File: config.mk
export PLATFORM = sky130hd
export DESIGN_NAME = ctrl_pipe_decoder
export DESIGN_NICKNAME = d
export VERILOG_FILES = /design/src/rtl/ctrl_pkg.sv /design/src/rtl/ctrl_decode_comb.sv /design/src/rtl/ctrl_pipe_decoder.sv
export SDC_FILE = /design/constraint.sdc
export NUM_CORES = 1
export LEC_CHECK = 0
export ABC_AREA = 1
export CAP_MARGIN = 20
export CORE_UTILIZATION = 44
export CTS_BUF_LIST = sky130_fd_sc_hd__clkbuf_16
export DETAILED_ROUTE_END_ITERATION = 7
export GPL_ROUTABILITY_DRIVEN = 0
export PLACE_DENSITY = 0.9
export SLEW_MARGIN = 20
export SYNTH_ARGS = -nofsm -noshare
export SYNTH_HDL_FRONTEND = slang
export SYNTH_SLANG_ARGS = --single-unit
File: constraint.sdc
create_clock -name clk -period 3.1 [get_ports clk]
set_input_delay 0.62 -clock clk [delete_from_list [all_inputs] [get_ports clk]]
set_output_delay 0.62 -clock clk [all_outputs]
set_load 0.005 [all_outputs]
File: src/rtl/ctrl_pkg.sv
// Shared constants for the pipelined control unit: opcode/funct codes, ALU op and
// regdst encodings, control-bundle field offsets and the all-zero bubble.
package ctrl_pkg;

    localparam logic [5:0] OP_RTYPE = 6'h00;
    localparam logic [5:0] OP_J     = 6'h02;
    localparam logic [5:0] OP_JAL   = 6'h03;
    localparam logic [5:0] OP_BEQ   = 6'h04;
    localparam logic [5:0] OP_BNE   = 6'h05;
    localparam logic [5:0] OP_ADDI  = 6'h08;
    localparam logic [5:0] OP_SLTI  = 6'h0a;
    localparam logic [5:0] OP_ANDI  = 6'h0c;
    localparam logic [5:0] OP_ORI   = 6'h0d;
    localparam logic [5:0] OP_XORI  = 6'h0e;
    localparam logic [5:0] OP_LW    = 6'h23;
    localparam logic [5:0] OP_SW    = 6'h2b;

    localparam logic [5:0] FN_SLL = 6'h00;
    localparam logic [5:0] FN_SRL = 6'h02;
    localparam logic [5:0] FN_JR  = 6'h08;
    localparam logic [5:0] FN_ADD = 6'h20;
    localparam logic [5:0] FN_SUB = 6'h22;
    localparam logic [5:0] FN_AND = 6'h24;
    localparam logic [5:0] FN_OR  = 6'h25;
    localparam logic [5:0] FN_XOR = 6'h26;
    localparam logic [5:0] FN_NOR = 6'h27;
    localparam logic [5:0] FN_SLT = 6'h2a;
    localparam logic [5:0] FN_SGT = 6'h2c;

    typedef enum logic [3:0] {
        ALU_ADD = 4'd0,
        ALU_SUB = 4'd1,
        ALU_AND = 4'd2,
        ALU_OR  = 4'd3,
        ALU_NOR = 4'd4,
        ALU_XOR = 4'd5,
        ALU_SLT = 4'd6,
        ALU_SLL = 4'd7,
        ALU_SRL = 4'd8,
        ALU_SGT = 4'd9
    } aluop_e;

    typedef enum logic [1:0] {
        RD_RT = 2'b00,
        RD_RD = 2'b01,
        RD_RA = 2'b10
    } regdst_e;

    // Fixed low fields; aluop width is a module parameter, so the fields above it
    // are located through the helper functions below.
    localparam int OFF_JAL      = 0;
    localparam int OFF_JR       = 1;
    localparam int OFF_ALUSRC   = 2;
    localparam int OFF_REGWRITE = 3;
    localparam int OFF_MEMWRITE = 4;
    localparam int OFF_MEMTOREG = 5;
    localparam int OFF_MEMREAD  = 6;
    localparam int OFF_ZERO_S   = 7;
    localparam int OFF_BRANCH   = 8;
    localparam int OFF_REGDST   = 9;
    localparam int OFF_ALUOP    = 11;

    function automatic int off_dest(int aluop_w);
        return OFF_ALUOP + aluop_w;
    endfunction

    function automatic int off_illegal(int aluop_w);
        return OFF_ALUOP + aluop_w + 5;
    endfunction

    function automatic int ctrl_cw(int aluop_w);
        return OFF_ALUOP + aluop_w + 6;
    endfunction

    localparam int ALUOP_W_DEFAULT = 4;
    localparam int CW_DEFAULT      = ctrl_cw(ALUOP_W_DEFAULT);
    localparam int ALUOP_W_MAX     = 16;
    localparam int CW_MAX          = ctrl_cw(ALUOP_W_MAX);

    localparam logic [CW_MAX-1:0] BUBBLE = '0;

    function automatic logic [15:0] sat_inc16(logic [15:0] value, logic en);
        return (en && (value != 16'hFFFF)) ? value + 16'd1 : value;
    endfunction

endpackage

File: src/rtl/ctrl_decode_comb.sv
// Purely combinational opcode/funct decode into the control bundle, including the
// destination-register selection. Instruction-valid masking is left to the caller.
module ctrl_decode_comb
    import ctrl_pkg::*;
#(
    parameter int  ALUOP_W = 4,
    localparam int CW      = ctrl_cw(ALUOP_W)
) (
    input  logic [5:0]    opcode,
    input  logic [5:0]    funct,
    input  logic [4:0]    rt,
    input  logic [4:0]    rd,
    output logic [CW-1:0] ctrl
);

    aluop_e     aluop;
    regdst_e    regdst;
    logic       illegal;
    logic       branch;
    logic       zero_s;
    logic       memread;
    logic       memtoreg;
    logic       memwrite;
    logic       regwrite;
    logic       alusrc;
    logic       jr;
    logic       jal;
    logic [4:0] dest;

    // Unrecognised encodings collapse to a bubble that only carries the illegal flag.
    always_comb begin
        aluop    = ALU_ADD;
        regdst   = RD_RT;
        illegal  = 1'b0;
        branch   = 1'b0;
        zero_s   = 1'b0;
        memread  = 1'b0;
        memtoreg = 1'b0;
        memwrite = 1'b0;
        regwrite = 1'b0;
        alusrc   = 1'b0;
        jr       = 1'b0;
        jal      = 1'b0;
        case (opcode)
            OP_RTYPE: begin
                regdst   = RD_RD;
                regwrite = 1'b1;
                case (funct)
                    FN_ADD: aluop = ALU_ADD;
                    FN_SUB: aluop = ALU_SUB;
                    FN_AND: aluop = ALU_AND;
                    FN_OR:  aluop = ALU_OR;
                    FN_NOR: aluop = ALU_NOR;
                    FN_XOR: aluop = ALU_XOR;
                    FN_SLT: aluop = ALU_SLT;
                    FN_SGT: aluop = ALU_SGT;
                    FN_SLL: begin
                        aluop  = ALU_SLL;
                        alusrc = 1'b1;
                    end
                    FN_SRL: begin
                        aluop  = ALU_SRL;
                        alusrc = 1'b1;
                    end
                    FN_JR: begin
                        regdst   = RD_RT;
                        regwrite = 1'b0;
                        jr       = 1'b1;
                    end
                    default: begin
                        regdst   = RD_RT;
                        regwrite = 1'b0;
                        illegal  = 1'b1;
                    end
                endcase
            end
            OP_ADDI, OP_ANDI, OP_ORI, OP_XORI, OP_SLTI: begin
                alusrc   = 1'b1;
                regwrite = 1'b1;
                case (opcode)
                    OP_ANDI: aluop = ALU_AND;
                    OP_ORI:  aluop = ALU_OR;
                    OP_XORI: aluop = ALU_XOR;
                    OP_SLTI: aluop = ALU_SLT;
                    default: aluop = ALU_ADD;
                endcase
            end
            OP_LW: begin
                memread  = 1'b1;
                memtoreg = 1'b1;
                regwrite = 1'b1;
                alusrc   = 1'b1;
            end
            OP_SW: begin
                memwrite = 1'b1;
                alusrc   = 1'b1;
            end
            OP_BEQ: begin
                branch = 1'b1;
                zero_s = 1'b1;
            end
            OP_BNE: branch = 1'b1;
            OP_J: begin
            end
            OP_JAL: begin
                regdst   = RD_RA;
                regwrite = 1'b1;
                jal      = 1'b1;
            end
            default: illegal = 1'b1;
        endcase
    end

    always_comb begin
        dest = 5'd0;
        if (regwrite) begin
            case (regdst)
                RD_RD:   dest = rd;
                RD_RA:   dest = 5'd31;
                RD_RT:   dest = rt;
                default: dest = 5'd0;
            endcase
        end
    end

    assign ctrl = {illegal, dest, ALUOP_W'(aluop), regdst, branch, zero_s, memread,
                   memtoreg, memwrite, regwrite, alusrc, jr, jal};

endmodule

File: src/rtl/ctrl_pipe_decoder.sv
// Pipelined control unit: decode, load-use stall detection, flush, and a chain of
// NSTAGES control registers. Define CTRL_PERF_EN to add saturating perf counters.
module ctrl_pipe_decoder
    import ctrl_pkg::*;
#(
    parameter int  ALUOP_W = 4,
    parameter int  NSTAGES = 3,
    localparam int CW      = ctrl_cw(ALUOP_W)
) (
    input  logic                  clk,
    input  logic                  rst,
    input  logic                  id_valid,
    input  logic [5:0]            opcode,
    input  logic [5:0]            funct,
    input  logic [4:0]            rs,
    input  logic [4:0]            rt,
    input  logic [4:0]            rd,
    input  logic                  flush,
    output logic                  hz_stall,
    output logic [CW-1:0]         id_ctrl,
`ifdef CTRL_PERF_EN
    output logic [15:0]           stall_cnt,
    output logic [15:0]           flush_cnt,
    output logic [15:0]           illegal_cnt,
`endif
    output logic [NSTAGES*CW-1:0] ctrl_pipe
);

    localparam int OFF_DEST    = off_dest(ALUOP_W);
    localparam int OFF_ILLEGAL = off_illegal(ALUOP_W);

    logic [CW-1:0] decoded;
    logic [CW-1:0] stage_q [NSTAGES];
    logic [4:0]    s1_dest;

    ctrl_decode_comb #(.ALUOP_W(ALUOP_W)) u_decode (
        .opcode (opcode),
        .funct  (funct),
        .rt     (rt),
        .rd     (rd),
        .ctrl   (decoded)
    );

    assign id_ctrl = id_valid ? decoded : BUBBLE[CW-1:0];

    // rt is compared even for instructions that do not read it: a spare stall is harmless.
    assign s1_dest  = stage_q[0][OFF_DEST +: 5];
    assign hz_stall = id_valid && stage_q[0][OFF_MEMREAD] && (s1_dest != 5'd0) &&
                      ((s1_dest == rs) || (s1_dest == rt));

    always_ff @(posedge clk or negedge rst) begin
        if (!rst) begin
            for (int k = 0; k < NSTAGES; k++) begin
                stage_q[k] <= '0;
            end
        end else begin
            stage_q[0] <= (flush || hz_stall) ? BUBBLE[CW-1:0] : id_ctrl;
            for (int k = 1; k < NSTAGES; k++) begin
                stage_q[k] <= stage_q[k-1];
            end
        end
    end

    for (genvar g = 0; g < NSTAGES; g++) begin : g_flat
        assign ctrl_pipe[g*CW +: CW] = stage_q[g];
    end

`ifdef CTRL_PERF_EN
    always_ff @(posedge clk or negedge rst) begin
        if (!rst) begin
            stall_cnt   <= '0;
            flush_cnt   <= '0;
            illegal_cnt <= '0;
        end else begin
            stall_cnt   <= sat_inc16(stall_cnt, hz_stall);
            flush_cnt   <= sat_inc16(flush_cnt, flush);
            illegal_cnt <= sat_inc16(illegal_cnt, id_ctrl[OFF_ILLEGAL]);
        end
    end
`endif

endmodule

; ---- Word-level counts from Yosys, hierarchy flattened
; Cells that the tools add are included.
; W data, S select, Z words.
[totals]
regBits = 63
inputBits = 31
out_inout_bits = 85
word_cells = 67
[op_classes]
eq_ne = 25
muxes = 22
reduce_logical = 17
[ops]
columns = cell, n
row1 = $eq A6 B6 Y1 const B, 10
row2 = $mux W21, 2
row3 = $eq A6 B4 Y1 const B, 6
row4 = $pmux W4 S9, 1
row5 = $reduce_or A11 Y1, 2
row6 = $eq A6 B2 Y1 const B, 3
row7 = $pmux W5 S3, 1
row8 = $reduce_or A7 Y1, 2
row9 = $eq A6 B3 Y1 const B, 2
row10 = $logic_not A6 Y1, 2
row11 = $pmux W3 S4, 1
row12 = $mux W1, 11
row13 = $eq A5 B5 Y1, 2
row14 = $reduce_or A10 Y1, 1
row15 = $pmux W4 S2, 1
row16 = $pmux W1 S2, 3
row17 = $mux W5, 1
row18 = $reduce_bool A5 Y1, 1
row19 = $reduce_or A5 Y1, 1
row20 = $pmux W2 S2, 1
row21 = $reduce_or A2 Y1, 2
row22 = $logic_and A1 B1 Y1, 3
row23 = $eq A2 B1 Y1 const B, 1
row24 = $eq A2 B2 Y1 const B, 1
row25 = other kinds (2), 3

; ---- Longest topological paths before layout
[logic_depth]
word_depth = 9
depth_mapped = 10
ltp_nobuf = 9

; ---- Cells and area by module
; From an unflattened synthesis, not the netlist that was laid out.
[unflattened]
cells_unflattened = 309
hier_area_um2 = 2776.4
[modules_own_cells]
columns = module, n_inst, cells_per_inst, area_each_um2
row1 = ctrl_pipe_decoder, 1, 183, 2068.2
row2 = ctrl_decode_comb, 1, 126, 708.2

; ---- Worst setup path before layout
; No wires, ideal clock.
[synth_timing]
path_type = input to output
start = input opcode[5]
end = output id_ctrl[15]
arrival_ns = 1.514
setup_slack_ns = 0.966
cell_stages = 9
path_buffers = 0
cell_sequence = nor2_4 nand2_4 nor2_8 inv_4 nor2_8 nand2_4 nand2_4 inv_2 nor2_1
[synth_between]
elab_chain_cells = 6
[synth_lines]
columns = item, line
row1 = from (decl), ctrl_pipe_decoder.sv:13  ; input logic [5:0] opcode,
row2 = $eq A6 B2 Y1 or $logic_not A6 Y1 (tied branches), ctrl_decode_comb.sv:44  ; case (opcode)
row3 = $pmux W2 S2, ctrl_decode_comb.sv:44
row4 = $eq A2 B2 Y1 (tied with other cells), ctrl_decode_comb.sv:117  ; case (regdst)
row5 = $pmux W5 S3, ctrl_decode_comb.sv:117
row6 = $mux W5 (*), ctrl_decode_comb.sv:116  ; if (regwrite) begin
row7 = $mux W21 (*), ctrl_pipe_decoder.sv:44  ; assign id_ctrl = id_valid ? decoded : BUBBLE[CW-1:0];
row8 = to (decl), ctrl_pipe_decoder.sv:20  ; output logic [CW-1:0] id_ctrl,
; Every way passes the cells marked *; elsewhere a longest branch is shown, timed or not.

; ---- Final worst setup path
[layout_timing]
start = input funct[5]
end = output id_ctrl[11]
[layout_between]
elab_chain_cells = 4
[layout_lines]
columns = item, line
row1 = from (decl), ctrl_pipe_decoder.sv:14  ; input logic [5:0] funct,
row2 = $eq A6 B2 Y1 (tied with other cells), ctrl_decode_comb.sv:48  ; case (funct)
row3 = $pmux W4 S9 (*), ctrl_decode_comb.sv:48
row4 = $pmux W4 S2 (*), ctrl_decode_comb.sv:44
row5 = $mux W21 (*), ctrl_pipe_decoder.sv:44
; Marked as above.

==> results.cfg <==
[status]
outcome = finished clean

[power_and_ir_drop]
p_sw_mw = 0.414
total_power_mw = 1.82
comb_power_share = 0.105
p_per_area_nw_per_um2 = 427
p_sw_frac = 0.228
peakVddDrop_uv = 301
power_frac_clock = 0.456
p_leak_nw = 2.24
p_seq_frac = 0.439
internal_power_mw = 1.40

[global_routing]
grt_max_degree = 52
grt_pass1_vias = 2494
grt_pass1_wl_um = 12900
antenna_found_initial = 0
grtUsageTotal = 0.289
grt.overflow.total = 0

[die]
initial_core_util = 0.457
rows = 27
core_um2 = 5510
die_width_um = 77.7
die_h_um = 77.7
dieArea_um2 = 6030
io_pins = 116

[yosys]
synthMuxAreaShare = 0
ys_ff_latch = 60
synth_top_family_by_area = simple AND/OR/NAND/NOR gates
synth-simple-area-share = 0.286
synth-xor-area-share = 0.0278
synth_warnings = 0
synth-seq-area-share = 0.596
syn_area_per_cell_um2 = 9.76
synth_compound_area_frac = 0.0214
syn_nets = 289
synthesis.area_um2 = 2520
synth_fa_ha_area_frac = 0
syn_inst = 258
synthDistinctLibCells = 29

[sta]
period_minus_slack_ns = 3.08
fin_skew_ns = 0.00608
hold_viol = 0
timing.fmax_mhz = 324
finalCritPeriodShare = 0.995
grt_setup_unrepaired = true
finalSetupViolations = 0
setup_ws_ns = 0.0166
finalMaxSlewViolations = 0
whs_ns = 0.310
relSlewSlack = 0.598
worstMarginPinSlew_ns = 0.602

[placed_design]
dpl.hpwl_um = 5370
portBuffers = 115
place_ws_ns = -0.107

[critical_path]
crit_fanout = 4
worstPathArrival_ns = 2.46
cp-start-kind = input pin
r2r-start = ctrl_pipe[19]$_DFF_PN0_
cp_data_required_time_ns = 2.48
crit_start = funct[5]
cp-end-kind = primary output
path_class = input pin to primary output

[clock_network]
cts_made_buffers = 9
hold_buffers = 0
cts_root_buffer = clkbuf_16
path_clk_slew_ns = 0.05
htree_levels = 3
clock_sinks = 60
clock_latency_ns = 0.32
cts_tree = yes
cts_buffer_depth = 2

[cells_and_area]
register_area_um2 = 1500
drive_gt1_frac = 0.180
multiInputGateArea_um2 = 901
layout_commonest_cell = clkdlybuf4s50_1
n_fill_cell = 320
num_antenna_cells = 0
area_delta_synth_final_pct = 68.9
mostFrequentLayoutCells = clkdlybuf4s50_1, dfrtp_1, nand2_1
final_util = 0.773
largest_register_ffs = 60
fin_nets = 438

[flow_run]
drv_cap = 0

[route]
final_antenna_net_count = 0
drtPass1Iterations = 4
routed_wl_um = 7970
drt_iter0_drc = 145
post_drt_via_cell_ratio = 5.03
dr_total_vias = 2430
drc = 0
wl_per_cell_um = 16.5

[worst_hold_path]
min_path_type = input pin to async pin
## final cells by class
class,instances,share of cell area
multi-input combinational,158,0.212
tap,72,0.0212
clock buffer,9,0.0529
inverter,33,0.0297
timing repair buffer,145,0.326
sequential,60,0.353
clock inverter,6,0.00559
## Yosys cell counts, drive strengths merged
library cell	number	share of area
nand3	28	0.063
and2	1	0.0025
nor3	11	0.022
o21ai	6	0.012
buf	6	0.017
a31oi	1	0.0025
nand2	45	0.078
nor2	46	0.094
dfrtp	60	0.60
xnor2	2	0.0070
nand3b	4	0.012
inv	33	0.050
o211ai	1	0.0030
clkbuf	1	0.0015
xor2	6	0.021
nand4	5	0.015
a21oi	2	0.0040
## power by group through the flow
stage	combinational [mW]	sequential, mW	clock [mW]
5_1_grt	0.207	0.798	0.874
6_report	0.190	0.798	0.829
4_1_cts	0.187	0.798	0.840
3_5_place_dp	0.179	0.810	0
3_3_place_gp	0.173	0.809	0
2_1_floorplan	0.0591	0.810	0
## what timing repair did
| item | in CTS | in global routing |
|---|---|---|
| pin swaps | 3 | 1 |
| setup endpoints to repair | 7 | 8 |
| buffers inserted | 2 | 0 |
| resized for setup | 16 | 11 |
| gates cloned | 0 | 0 |
## routing by layer
metal,wire length (um),vias to the layer above,share of wire,global-route usage
met3,432,27,0.054,0.0565
li1,-,1115,-,-
met5,0,-,0,0
met1,2870,1165,0.36,0.307
met4,274,0,0.034,0.142
met2,4390,123,0.55,0.539
## worst max-delay path, stage by stage
cell,delay (ns)
clkdlybuf4s50_1,0.50
inv_1,0.07
nor2_4,0.13
nand3_2,0.12
buf_4,0.15
nand3_1,0.08
o21ai_1,0.08
nand2_1,0.08
nand2_1,0.08
inv_1,0.06
clkdlybuf4s50_1,0.49
## cells by family after synthesis
| family | count (synthesis) |
|---|---|
| xor+xnor | 8 |
| buf+inv | 40 |
| compound gates | 10 |
| simple gates | 140 |
| flops | 60 |
## per-stage QoR
step	area, um^2	instances	TNS [ns]
after global placement	3920	466	-0.0776
final	4250	483	0
after floorplan	2520	258	0
after global routing	4250	483	-0.356
after detailed placement	3920	466	-0.554
after CTS	4220	483	-0.00891
## path summary, 6_finish.rpt
| kind | slack (ns) | end | cells after the start |
|---|---|---|---|
| setup / recovery | 0.02 | id_ctrl[11] | 11 |
| hold / removal | 0.31 | ctrl_pipe[60]$_DFF_PN0_ | 1 |
| setup reg to reg | 1.12 | ctrl_pipe[12]$_DFF_PN0_ | 7 |
| hold reg to reg | 0.37 | ctrl_pipe[53]$_DFF_PN0_ | 0 |
| max in group asynchronous | 2.21 | ctrl_pipe[52]$_DFF_PN0_ | 2 |
| min in group clk | 0.37 | ctrl_pipe[53]$_DFF_PN0_ | 0 |
No activity file was read; power rests on OpenSTA's default activity.
